--- src/rtl/bcd_pkg.sv ---
// Shared definitions for the BCD counter family.
//   bcd_digit_t : one packed BCD digit (4 bits)
//   BCD_MAX     : largest legal digit value (9)
//   BCD_MIN     : smallest legal digit value (0)
//   bcd_valid() : true when a nibble is a legal BCD digit
package bcd_pkg;

  typedef logic [3:0] bcd_digit_t;

  localparam bcd_digit_t BCD_MAX = 4'd9;
  localparam bcd_digit_t BCD_MIN = 4'd0;

  function automatic logic bcd_valid(input bcd_digit_t d);
    return (d <= BCD_MAX);
  endfunction

endpackage

--- src/rtl/bcd_digit_cell.sv ---
// One BCD digit register with load, step (up or down), hold and reset.
// Ports:
//   clk      : clock, state changes on rising edge
//   reset    : synchronous active-high, clears the digit
//   step     : advance the digit one position in direction 'up'
//   up       : 1 = count up, 0 = count down
//   load     : load load_val (illegal nibbles become 0)
//   load_val : digit value to load
//   value    : registered digit value, always 0..9
//   is_term  : combinational, digit sits at the terminal value for 'up'
module bcd_digit_cell
  import bcd_pkg::*;
(
  input  logic       clk,
  input  logic       reset,
  input  logic       step,
  input  logic       up,
  input  logic       load,
  input  logic [3:0] load_val,
  output logic [3:0] value,
  output logic       is_term
);

  bcd_digit_t digit_reg;
  bcd_digit_t digit_next;

  always_comb begin
    digit_next = digit_reg;
    if (load) begin
      // Non-BCD nibbles are replaced so the register never leaves 0..9.
      digit_next = bcd_valid(load_val) ? load_val : BCD_MIN;
    end else if (step) begin
      if (up) begin
        digit_next = (digit_reg == BCD_MAX) ? BCD_MIN : digit_reg + 4'd1;
      end else begin
        digit_next = (digit_reg == BCD_MIN) ? BCD_MAX : digit_reg - 4'd1;
      end
    end
  end

  always_ff @(posedge clk) begin
    if (reset) begin
      digit_reg <= BCD_MIN;
    end else begin
      digit_reg <= digit_next;
    end
  end

  assign value   = digit_reg;
  assign is_term = up ? (digit_reg == BCD_MAX) : (digit_reg == BCD_MIN);

endmodule

--- src/rtl/bcd_updown_counter.sv ---
// Parametrised multi-digit BCD up/down counter with parallel load and
// wrap-or-saturate behaviour at the count limits.
// Parameters:
//   DIGITS : number of BCD digits (>= 1)
//   WRAP   : 1 = wrap at the limits, 0 = saturate
// Ports:
//   clk      : clock
//   reset    : synchronous active-high, clears q and load_err
//   en       : count enable
//   up       : direction, 1 = up, 0 = down
//   load     : parallel load strobe (beats en)
//   load_val : packed BCD load value, digit 0 in [3:0]
//   q        : registered packed BCD count
//   ena      : combinational per-digit step enables for digits 1..DIGITS-1
//              (single bit tied to 0 when DIGITS = 1)
//   tc       : combinational terminal count
//   load_err : registered, one-cycle pulse after a load with a bad nibble
module bcd_updown_counter
  import bcd_pkg::*;
#(
  parameter int DIGITS = 4,
  parameter int WRAP   = 1
) (
  input  logic                                   clk,
  input  logic                                   reset,
  input  logic                                   en,
  input  logic                                   up,
  input  logic                                   load,
  input  logic [4*DIGITS-1:0]                    load_val,
  output logic [4*DIGITS-1:0]                    q,
  output logic [(DIGITS > 1 ? DIGITS-1 : 1):1]   ena,
  output logic                                   tc,
  output logic                                   load_err
);

  localparam logic SATURATE = (WRAP == 0);

  // below_term[i] : digits 0..i-1 all hold the terminal value.
  logic [DIGITS:0]   below_term;
  logic [DIGITS-1:0] is_term;
  logic [DIGITS-1:0] step;
  logic [DIGITS-1:0] bad_nibble;
  logic              count_active;
  logic              hold;
  logic              load_err_reg;
  logic              load_err_next;

  // Counting is only considered when neither reset nor load owns the cycle.
  assign count_active = en & ~reset & ~load;
  assign below_term[0] = 1'b1;
  assign tc   = count_active & below_term[DIGITS];
  // In saturate mode the whole count freezes at its limit.
  assign hold = SATURATE & tc;

  for (genvar gi = 0; gi < DIGITS; gi++) begin : g_digit
    assign below_term[gi+1] = below_term[gi] & is_term[gi];
    assign step[gi]         = count_active & below_term[gi] & ~hold;
    assign bad_nibble[gi]   = ~bcd_valid(load_val[4*gi +: 4]);

    bcd_digit_cell u_cell (
      .clk      (clk),
      .reset    (reset),
      .step     (step[gi]),
      .up       (up),
      .load     (load),
      .load_val (load_val[4*gi +: 4]),
      .value    (q[4*gi +: 4]),
      .is_term  (is_term[gi])
    );
  end

  if (DIGITS > 1) begin : g_ena
    assign ena = count_active ? below_term[DIGITS-1:1] : '0;
  end else begin : g_ena_none
    assign ena = 1'b0;
  end

  assign load_err_next = load & (|bad_nibble);

  always_ff @(posedge clk) begin
    if (reset) begin
      load_err_reg <= 1'b0;
    end else begin
      load_err_reg <= load_err_next;
    end
  end

  assign load_err = load_err_reg;

endmodule
--- config.mk ---
export PLATFORM = sky130hd
export DESIGN_NAME = bcd_updown_counter
export DESIGN_NICKNAME = d
export VERILOG_FILES = /design/src/rtl/bcd_pkg.sv /design/src/rtl/bcd_digit_cell.sv /design/src/rtl/bcd_updown_counter.sv
export SDC_FILE = /design/constraint.sdc
export NUM_CORES = 1
export LEC_CHECK = 0
export ABC_AREA = 0
export CAP_MARGIN = 15
export CELL_PAD_IN_SITES_DETAIL_PLACEMENT = 1
export CELL_PAD_IN_SITES_GLOBAL_PLACEMENT = 2
export CORE_MARGIN = 4
export CORE_UTILIZATION = 26
export CTS_CLUSTER_DIAMETER = 120
export DETAILED_ROUTE_END_ITERATION = 10
export GPL_ROUTABILITY_DRIVEN = 0
export PLACE_DENSITY_LB_ADDON = 0.1
export SETUP_SLACK_MARGIN = 0.2
export SLEW_MARGIN = 20
export SYNTH_ARGS = -nofsm -noshare
export SYNTH_HDL_FRONTEND = slang
export SYNTH_SLANG_ARGS = --single-unit
--- constraint.sdc ---
create_clock -name clk -period 2.2 [get_ports clk]
set_input_delay 0.22 -clock clk [delete_from_list [all_inputs] [get_ports clk]]
set_output_delay 0.22 -clock clk [all_outputs]
set_load 0.02 [all_outputs]
==> metrics.md, run 1 <==
| Metric | Value |
|---|---|
| Outcome | finished, final reports clean |
| Setup repair after global routing missed its margin | false |
| Full die area | 0.00711 mm2 |
| Total global routing track utilization | 15.2% |
| Post-synth EDFFs | 0 |
| Starting Density | 27.2% |
| Wire per inst | 16.1 um |
| Hpwl dp | 4.27 mm |
| I/O Buffers | 41 |
| Critical path, cell by cell | nor3b_4, o211ai_4, nor3_4, nor4b_4, buf_4 |
| R2R depth | 7 |
| Clk root buf | clkbuf_8 |
| Hold Fails Final Rpt | 0 |
| N_diodes | 0 |
| Power per cell area | 425 mW/mm2 |
| CP Max Fanout | 3 |
| Largest cells by area after synthesis | dfxtp_1, a21oi_1, o21ai_0 |
| Die Ht | 84.3 um |
| WHS Path Cells | 4 |
| YS warnings | 0 |
| Final count of negative-setup-slack endpoints | 0 |
| Count leader, synth | a21oi_1 |
| Worst-Margin Slew | 0.495 ns |
| Setup Skew | 0.00265 ns |
| Final worst setup slack | 0.327 ns |
| Hold WC Path Type | in2reg |
| # hold bufs at CTS | 0 |
| DRT iter0 DRCs | 31 |
| Sequential area share after synthesis | 22.5% |
| Core area | 0.00557 mm2 |
| Fin crit share | 85.1% |
| Non-Filler Instances | 336 |
| Routed vias | 1770 |
| Placed insts | 330 |
| Leak pwr | 0.803 nW |
| Worst path buffer plus inverter count | 1 |
| CP Depth | 5 |
| CP Launch Type | flop |
| Max Clock Freq | 534 MHz |
| Congestion Overflow GR | 0 |
| Dpl ws | -0.263 ns |
| First-pass GRT wire length | 9.05 mm |
| Max IR drop VDD | 0.200 mV |
| Post-Syn Area | 0.00151 mm2 |
| Post-synth top cells | a21oi_1, o21ai_0, dfxtp_1 |
| Initial antenna violation count | 0 |
| Nature of the critical path endpoint | output port |
| DRC | 0 |
| Detailed-router iteration count before antenna repair | 4 |
| Final ANT Viol Nets | 0 |
| Skew-Pair Late Insertion Delay | 0.25 ns |
| Slew margin rel. | 66.7% |
| Largest net degree at the start of global routing | 17 |
| CTS tree | built |
| Crit path largest cell delay | 0.34 ns |
| Critical Path RT | 1.98 ns |
| Clock slew at reported path FFs | 0.07 ns |
| Via density | 5.27 |
| Ys async rst share | 0% |
| Clock sink total | 17 |
| Final number of max-transition violations | 0 |
| Number of synthesized register bits | 17 |
| Core Rows | 27 |
| CP Class | reg2out |
| Mapped Nets | 227 |
| Critical path arrival | 1.65 ns |
| Total Wirelength | 5.41 mm |
| Most used DFF post-synth | dfxtp_1 |
| Final TNS setup | 0 ns |
| Ports | 42 |
| Max reg flops | 16 |
| Share of Yosys cell area claimed by the top area cell type | 22.5% |
| Avg Inst Size Synth | 7.35 um2 |
| CTS buffer count | 3 |
| Fraction of layout cells with a size suffix above 1 | 20.8% |
| # Max-Cap Violations | 0 |
| CTS Buffer Depth | 2 |
| # H-tree levels | 1 |
| Final nets | 286 |
| Slowest cell on the critical path | dfxtp_2 |
| Kind of cell adding the most delay to the critical path | simple AND/OR/NAND/NOR gates |
| Die width | 84.3 um |
| Vias in the first global route | 1872 |
| Netlist cell types | 56 |
| Post-synth top area cell | dfxtp_1 |
| Layout area overhead | 47.9% |
| Fillers | 695 |
| Crit path time final | 1.87 ns |
| Cells after Synth | 206 |
-- worst reg2reg max path, delay by kind of cell (launching register included) --
family                 cells  cell delay [ns]
flip-flops                 1             0.35
AO/OA/AOI/OAI              3             0.54
buffers and inverters      2             0.33
AND/OR/NAND/NOR            2             0.41
-- report_power, final --
part	internal, mW	switching [mW]
registers	0.327	0.0210
clock network	0.129	0.111
logic	0.175	0.189
-- placed cells by master (no fill, tap or decap), types with 6 or more instances in the layout --
cell type,n
a21oi_1,21
buf_4,33
clkdlybuf4s50_1,35
dfxtp_1,15
nand2_1,11
nand3_1,6
nor2_1,16
nor3_1,7
o21ai_0,19
xnor2_1,10
-- stage by stage --
stage,total power [mW],util (%),hold slack (ns),area [um2]
after floorplan,0.553,-,0.329,1530
after global placement,0.704,38.9,0.634,2170
after detailed placement,0.717,38.9,0.631,2170
after CTS,0.964,40.0,0.595,2230
after global routing,1.01,40.2,0.535,2240
final,0.952,40.2,0.489,2240
-- logic make-up (layout without fill, tap and decap cells) --
logic type,count (synthesis),after routing,synth area share [%]
AO/OA/AOI/OAI,78,78,34.0
XOR/XNOR,11,11,6.36
buffers and inverters,28,86,8.84
flip-flops,17,17,22.5
multiplexers,2,2,1.32
AND/OR/NAND/NOR,70,70,27.0
-- final timing paths --
| check | slack (ns) | to | start |
|---|---|---|---|
| setup reg to reg | 0.48 | g_digit[1].u_cell.value[3] | g_digit[0].u_cell.value[3] |
| hold / removal | 0.49 | g_digit[0].u_cell.value[0] | en |
| hold reg to reg | 0.64 | g_digit[1].u_cell.value[2] | g_digit[1].u_cell.value[1] |
| setup / recovery | 0.33 | tc | g_digit[0].u_cell.value[1] |
-- repair_timing --
item | in CTS | in global routing
pin swaps | 1 | 2
endpoints found under the setup margin | 4 | 3
buffers inserted | 0 | 1
cloned | 1 | 0
resized for setup | 19 | 2
-- metal layers --
layer,routed length (um),vias up,track usage [%],share of wire [%]
li1,-,875,-,-
met1,2440,866,19.0,45
met2,2800,23,27.1,52
met3,90,6,1.57,1.7
met4,82,0,4.68,1.5
met5,0,-,0,0
-- layout make-up --
| class | count | area [um2] | share of cell area, % |
|---|---|---|---|
| Timing Repair Buffer | 76 | 679 | 30.3 |
| Inverter | 6 | 22.5 | 1.01 |
| Clock buffer | 4 | 45.0 | 2.01 |
| Sequential cell | 17 | 343 | 15.3 |
| Tap cell | 72 | 90.1 | 4.02 |
| Multi-Input combinational cell | 161 | 1060 | 47.3 |
(Power assumes the default switching activity.)
==> inputs of run 2 (changes only) <==
--- a/config.mk
+++ b/config.mk
@@ -5,7 +5,6 @@
 export SDC_FILE = /design/constraint.sdc
 export NUM_CORES = 1
 export LEC_CHECK = 0
-export ABC_AREA = 0
 export CAP_MARGIN = 15
 export CELL_PAD_IN_SITES_DETAIL_PLACEMENT = 1
 export CELL_PAD_IN_SITES_GLOBAL_PLACEMENT = 2
==> results of run 2 <==
Same layout as run 1: the final DEF is identical, and so are final timing and power.
==> inputs of run 3 (changes only) <==
--- a/config.mk
+++ b/config.mk
@@ -10,7 +10,7 @@
 export CELL_PAD_IN_SITES_GLOBAL_PLACEMENT = 2
 export CORE_MARGIN = 4
 export CORE_UTILIZATION = 26
-export CTS_CLUSTER_DIAMETER = 120
+export CTS_CLUSTER_DIAMETER = 30
 export DETAILED_ROUTE_END_ITERATION = 10
 export GPL_ROUTABILITY_DRIVEN = 0
 export PLACE_DENSITY_LB_ADDON = 0.1
==> results of run 3 <==
Same layout as run 1: the final DEF is identical, and so are final timing and power.
